`config.mk`:
```
export PLATFORM = sky130hd
export DESIGN_NAME = ps2_host_rx
export DESIGN_NICKNAME = d
export VERILOG_FILES = /design/src/rtl/ps2_host_rx.sv
export SDC_FILE = /design/constraint.sdc
export NUM_CORES = 1
export LEC_CHECK = 0
export CORE_MARGIN = 3
export CORE_UTILIZATION = 52
export CTS_CLUSTER_SIZE = 10
export DETAILED_ROUTE_END_ITERATION = 10
export PLACE_DENSITY = 0.82
export SLEW_MARGIN = 20
export SYNTH_ARGS = -nofsm -noshare
export SYNTH_HDL_FRONTEND = slang
export SYNTH_SLANG_ARGS = --single-unit
```
`constraint.sdc`:
```
create_clock -name clk -period 2.3 [get_ports clk]
set_input_delay 0.575 -clock clk [delete_from_list [all_inputs] [get_ports clk]]
set_output_delay 0.575 -clock clk [all_outputs]
set_load 0.005 [all_outputs]
```
`src/rtl/ps2_host_rx.sv`:
```
`default_nettype none
// +--------------------------------------------------------------------------+
// | ps2_host_rx : PS/2 device-to-host frame receiver with glitch filter,     |
// | parity/framing checks and inter-edge watchdog.            Revision 1.0   |
// +--------------------------------------------------------------------------+
module ps2_host_rx #(
   parameter int FILTER_LEN   = 8,
   parameter int TIMEOUT_BITS = 13
) (
   input  logic       clk,
   input  logic       rst_n,
   input  logic       ps2_clk_in,
   input  logic       ps2_data_in,
   input  logic       rx_en,
   output logic [7:0] rx_data,
   output logic       rx_valid,
   output logic       rx_parity_err,
   output logic       rx_frame_err,
   output logic       rx_timeout_err,
   output logic       rx_busy
);

   typedef enum logic [1:0] {
      S_IDLE   = 2'd0,
      S_DATA   = 2'd1,
      S_PARITY = 2'd2,
      S_STOP   = 2'd3
   } state_t;

   localparam logic [3:0]              C_FILT_LAST = 4'(FILTER_LEN - 1);
   localparam logic [TIMEOUT_BITS-1:0] C_WD_MAX    = '1;

   logic                    clk_s1_q, clk_s2_q, dat_s1_q, dat_s2_q;
   logic                    filt_q, filt_dly_q;
   logic [3:0]              fcnt_q;
   logic                    fall_w;

   state_t                  state_q, state_d;
   logic [2:0]              bitcnt_q, bitcnt_d;
   logic [7:0]              shift_q, shift_d;
   logic                    par_q, par_d;
   logic [TIMEOUT_BITS-1:0] wd_q, wd_d;
   logic [7:0]              data_q, data_d;
   logic                    valid_q, valid_d;
   logic                    perr_q, perr_d;
   logic                    ferr_q, ferr_d;
   logic                    tout_q, tout_d;

   // Filtered clock only moves after FILTER_LEN consecutive disagreeing samples.
   always_ff @(posedge clk or negedge rst_n) begin
      if (!rst_n) begin
         clk_s1_q   <= 1'b1;
         clk_s2_q   <= 1'b1;
         dat_s1_q   <= 1'b1;
         dat_s2_q   <= 1'b1;
         filt_q     <= 1'b1;
         filt_dly_q <= 1'b1;
         fcnt_q     <= 4'd0;
      end else begin
         clk_s1_q   <= ps2_clk_in;
         clk_s2_q   <= clk_s1_q;
         dat_s1_q   <= ps2_data_in;
         dat_s2_q   <= dat_s1_q;
         filt_dly_q <= filt_q;
         if (clk_s2_q == filt_q) begin
            fcnt_q <= 4'd0;
         end else if (fcnt_q == C_FILT_LAST) begin
            filt_q <= clk_s2_q;
            fcnt_q <= 4'd0;
         end else begin
            fcnt_q <= fcnt_q + 4'd1;
         end
      end
   end

   assign fall_w = filt_dly_q & ~filt_q;

   always_ff @(posedge clk or negedge rst_n) begin
      if (!rst_n) begin
         state_q  <= S_IDLE;
         bitcnt_q <= 3'd0;
         shift_q  <= 8'h00;
         par_q    <= 1'b0;
         wd_q     <= '0;
         data_q   <= 8'h00;
         valid_q  <= 1'b0;
         perr_q   <= 1'b0;
         ferr_q   <= 1'b0;
         tout_q   <= 1'b0;
      end else begin
         state_q  <= state_d;
         bitcnt_q <= bitcnt_d;
         shift_q  <= shift_d;
         par_q    <= par_d;
         wd_q     <= wd_d;
         data_q   <= data_d;
         valid_q  <= valid_d;
         perr_q   <= perr_d;
         ferr_q   <= ferr_d;
         tout_q   <= tout_d;
      end
   end

   always_comb begin
      state_d  = state_q;
      bitcnt_d = bitcnt_q;
      shift_d  = shift_q;
      par_d    = par_q;
      wd_d     = wd_q;
      data_d   = data_q;
      valid_d  = 1'b0;
      perr_d   = 1'b0;
      ferr_d   = 1'b0;
      tout_d   = 1'b0;
      if (!rx_en) begin
         state_d = S_IDLE;
      end else if (state_q == S_IDLE) begin
         if (fall_w) begin
            if (!dat_s2_q) begin
               state_d  = S_DATA;
               bitcnt_d = 3'd0;
               wd_d     = C_WD_MAX;
            end else begin
               ferr_d = 1'b1;
            end
         end
      end else if (fall_w) begin
         // A fall in the same cycle as watchdog expiry reloads instead of timing out.
         wd_d = C_WD_MAX;
         case (state_q)
            S_DATA: begin
               shift_d  = {dat_s2_q, shift_q[7:1]};
               bitcnt_d = bitcnt_q + 3'd1;
               if (bitcnt_q == 3'd7) state_d = S_PARITY;
            end
            S_PARITY: begin
               par_d   = dat_s2_q;
               state_d = S_STOP;
            end
            default: begin
               state_d = S_IDLE;
               if (!dat_s2_q) begin
                  ferr_d = 1'b1;
               end else if (^{shift_q, par_q} != 1'b1) begin
                  perr_d = 1'b1;
               end else begin
                  valid_d = 1'b1;
                  data_d  = shift_q;
               end
            end
         endcase
      end else if (wd_q == '0) begin
         tout_d  = 1'b1;
         state_d = S_IDLE;
      end else begin
         wd_d = wd_q - 1'b1;
      end
   end

   assign rx_data        = data_q;
   assign rx_valid       = valid_q;
   assign rx_parity_err  = perr_q;
   assign rx_frame_err   = ferr_q;
   assign rx_timeout_err = tout_q;
   assign rx_busy        = (state_q != S_IDLE);

endmodule
`default_nettype wire

```
Word level (Yosys, flattened, before mapping)
Index checks and enable logic that the tools add are counted.
{"block": "totals", "reg_bits": 49, "output_inout_bits": 13}
{"block": "classes", "n_addsub": 3, "n_eq_ne": 12, "muxes": 43, "bitwise": 5, "n_reduce_logical": 13}
{"op": "2-to-1 mux 13 bit", "n": 5}
{"op": "2-to-1 mux 1 bit", "n": 23}
{"op": "AND reduction 4 bit", "n": 5}
{"op": "2-to-1 mux 3 bit", "n": 5}
{"op": "2-to-1 mux 2 bit", "n": 7}
{"op": "logical NOT 13 bit", "n": 1}
{"op": "subtractor 13 x 1 -> 13 bit, second input constant", "n": 1}
{"op": "parity 9 bit", "n": 1}
{"op": "2-to-1 mux 4 bit", "n": 2}
{"op": "!= test 2 bit, second input constant", "n": 3}
{"op": "!= test 3 bit, second input constant", "n": 2}
{"op": "AND reduction 6 bit", "n": 1}
{"op": "!= test 5 bit, second input constant", "n": 1}
{"op": "adder 4 x 1 -> 4 bit, second input constant", "n": 1}
{"op": "== test 4 x 3 -> 1 bit, second input constant", "n": 1}
{"op": "inverter 1 bit", "n": 4}
{"op": "one-hot mux 2 bit (2 select lines)", "n": 1}
{"op": "nonzero test 2 bit", "n": 2}
{"op": "adder 3 x 1 -> 3 bit, second input constant", "n": 1}
{"op": "== test 3 bit, second input constant", "n": 1}
{"op": "!= test 3 x 1 -> 1 bit, second input constant", "n": 1}
{"op": "== test 2 x 1 -> 1 bit, second input constant", "n": 1}
{"op": "== test 2 bit, second input constant", "n": 1}
{"op": "logical NOT 2 bit", "n": 1}
{"op": "other kinds (4)", "n": 4}

Logic depth before layout (Yosys ltp)
{"block": "depth", "ltp_word": 7, "depth_mapped": 7, "ltp_nobuf": 7}

Worst setup path after synthesis
No wires, ideal clock.
{"block": "synth_path", "path_kind": "reg-to-reg", "from": "register wd_q[7]", "to": "register wd_q[8]", "arrival_ns": 2.063, "setup_slack_ns": 0.103, "path_stages_with_launch": 8, "n_path_buf": 1, "period_less_slack_ns": 2.197, "cell_sequence": "dfrtp_1 -> or4_1 -> or4_1 -> buf_2 -> o21ai_4 -> a211oi_1 -> xnor2_1 -> nand2_1"}
{"block": "synth_via", "elab_chain_len": 4}
{"item": "start, declared", "line": "42", "text": "logic [TIMEOUT_BITS-1:0] wd_q, wd_d;"}
{"item": "start signal, assigned", "line": "95", "text": "wd_q <= wd_d;"}
{"item": "subtractor 13 x 1 -> 13 bit", "line": "156", "text": "wd_d = wd_q - 1'b1;"}
{"item": "2-to-1 mux 13 bit", "line": "152", "text": "end else if (wd_q == '0) begin"}
{"item": "2-to-1 mux 13 bit", "line": "127", "text": "end else if (fall_w) begin"}
{"item": "2-to-1 mux 13 bit", "line": "117", "text": "end else if (state_q == S_IDLE) begin"}
Parallel ways exist; a longest one is shown, timed or not. The select of a mux whose other input is x is not followed.
A chain may end at the register's enable or synchronous reset.

Worst setup path after layout
{"block": "layout_path", "from": "register state_q[0]", "to": "output port rx_busy"}
{"block": "layout_via", "elab_chain_len": 1}
{"item": "start, declared", "line": "38", "text": "state_t state_q, state_d;"}
{"item": "start signal, assigned", "line": "91", "text": "state_q <= state_d;"}
{"item": "nonzero test 2 bit", "line": "165", "text": "assign rx_busy = (state_q != S_IDLE);"}
{"item": "end, declared", "line": "20", "text": "output logic rx_busy"}
Every way passes these cells.

==> results.tsv <==
metric	value	unit
multi_input_area	1046	um2
worstPathArrival	1.67	ns
synthAdderAreaFrac	0.04854	
total_power	0.002406	W
ys_seq_elements	49	
io_pins	18	
final_cell_mix	dfrtp_1 (43), nand2_1 (24), mux2_2 (18)	
hold_viol	0	
wirelength	4738	um
min_path_type	input pin to async pin	
yosysTopAreaCell	dfrtp_1	
p_leak	1.241	nW
seq_area	1234	um2
antenna_found_initial	0	
critPathLaunchType	flop	
vias_per_cell	5.797	
cts_tree	done	
insertedDiodeCount	0	
synth.top_cell.area_share	0.4639	
path_cells	inv_1 > ha_2 > inv_2 > clkdlybuf4s50_1	
grt_setup_unrepaired	no	
place.gp.congestion	0.8327	
grt_usage	0.1993	
reg2reg_from	wd_q[7]	
syn2layout_area_growth	19.74	%
synth_mux_area_frac	0.09169	
first_iter_violations	81	
timing.final.crit_share	0.9753	
yosysSeqAreaShare	0.5318	
n_fill_cell	331	
num_rows	23	
portBuffers	17	
initial_core_util	0.5598	
die_x	72.79	um
final_core_util	0.6703	
cts-htree-levels	2	
finClkSkew	0.01554	ns
ctsHoldBuffers	0	
synth_area_leaders	dfrtp_1 (46%), mux2_2 (8.7%), dfstp_2 (6.8%)	
netlist_instances	206	
slew_violations	0	
worst_pin_slew	0.3516	ns
ant_nets	0	
cp_data_required_time	1.73	ns
cts.sinks	49	
dieArea	5298	um2
mostFrequentLayoutCell	dfrtp_1	
rr_worst_depth	6	
ys_types	40	
cts.path.max_buffers	2	
avgSynthCellArea	11.26	um2
syn-num-nets	220	
grt_pass1_vias	1690	
grt_pass1_wl	7997	um
synth_top_family_by_area	simple AND/OR/NAND/NOR gates	
hpwl	3299	um
route.vias.total	1687	
critPathMaxFanout	6	
crit_type	flop to output port	
fin_worst_hold_slack	0.2278	ns
clkTransAtPathRegs	0.10	ns
place_area	2645	um2
grt_overflow	0	
finalInstanceArea	2778	um2
setup_violations	0	
grt_max_degree	50	
r2r-end	state_q[1]	
root_buffer	clkbuf_8	
cp_slowest_cell	clkdlybuf4s50_1	
power_density	866.4	nW/um2
post_drt_wl_per_cell	16.28	um
synth_warnings	0	
slew_headroom	0.7638	
min_period	2.243	ns
core	4144	um2
end_kind	output port	
firstDrtPassIters	4	
synth-compound-area-share	0.1063	
drive_gt1_frac	0.2324	
cts_made_buffers	5	
critical_path.max_stage_delay	0.51	ns
maxCapViolCount	0	
die_h	72.79	um
status	finished clean	
yosys.area_share.simple	0.1413	
r2r_slack	0.07	ns
drc	0	
worstSkewPairLatency	0.32	ns
nets	254	
fmax	445.8	MHz
ir_worst_vdd	0.0006563	V
synth_area	2320	um2
synth_xor_area_frac	0.06041	
-- layout make-up --
type                            instances  area share
Clock buffer                            6     0.02613
Timing Repair Buffer                   34      0.1099
Clock inverter                          2     0.01396
Inverter                                5    0.006757
Tap cell                               50     0.02252
Multi-Input combinational cell        145      0.3766
Sequential cell                        49      0.4441
-- layer usage --
layer / global-route usage / share of wire
met1: 0.2622 / 0.45
met5: 0 / 0
met2: 0.3166 / 0.49
met4: 0.09221 / 0.018
met3: 0.04132 / 0.044
-- logic make-up after synthesis --
group / Yosys count
flops: 49
simple gates: 67
mux: 19
compound gates: 34
buf+inv: 12
fa+ha+maj: 9
xor+xnor: 16
-- critical path: cells and delay by family, from the launching register on --
family	cells	cell delay [ns]
buffers and inverters	3	0.71
flip-flops	1	0.41
adder cells (fa/ha/maj)	1	0.23
-- registers in the layout, summed over array words and instances, names as in the netlist --
register	count
dat_s2_q	1
filt_q	1
rx_valid	1
rx_data	8
wd_q	13
filt_dly_q	1
par_q	1
dat_s1_q	1
rx_parity_err	1
rx_frame_err	1
bitcnt_q	3
clk_s1_q	1
fcnt_q	4
rx_timeout_err	1
shift_q	8
state_q	2
clk_s2_q	1
-- worst max path at each step --
stage / startpoint / slack (ns) / endpoint
global placement: wd_q[7] / 0.04 / wd_q[2]
finish: state_q[0] / 0.06 / rx_busy
detailed placement: wd_q[7] / -0.009 / wd_q[11]
floorplan: wd_q[7] / 0.10 / wd_q[8]
CTS: state_q[0] / 0.07 / rx_busy
global route: state_q[0] / 0.004 / rx_busy
-- report_power, final --
group          leakage (nW)  total [W]  internal (W)  switching [W]
sequential            0.632    0.00116       0.00103       0.000138
combinational         0.554   0.000624      0.000289       0.000335
clock                0.0554   0.000619      0.000327       0.000292
total                  1.24    0.00241       0.00164       0.000765
-- stage by stage --
step                      worst slack (ns)  setup TNS, ns  instances
after floorplan                     0.1027              0        206
after global placement             0.03747              0        281
after detailed placement         -0.008558       -0.01392        281
after CTS                          0.06602              0        291
after global routing              0.003671              0        291
final                              0.05670              0        291
-- cells in the mapped netlist (all sizes together) --
cell type,n
o31ai,2
buf,1
and3,1
a21oi,10
o211ai,2
nand3,5
nor4,3
nand4,2
o22ai,1
dfstp,6
xnor2,14
and4b,1
nor2,13
nor4bb,1
a211oi,2
o21ai,6
and2,1
nand2b,1
a31oi,4
dfrtp,43
a21boi,1
o2bb2ai,1
nand3b,3
ha,9
or4,2
mux2,18
clkbuf,6
o41ai,1
nand2,24
a41oi,1
a21bo,1
nor3,5
inv,5
nor2b,4
xor2,2
mux2i,1
a2111oi,1
or3,1
a32o,1
-- repair_timing --
item	4_1_cts	5_1_grt
gates resized for setup	3	0
setup buffers	2	0
endpoints found under the setup margin	10	0
(Power assumes the default switching activity.)
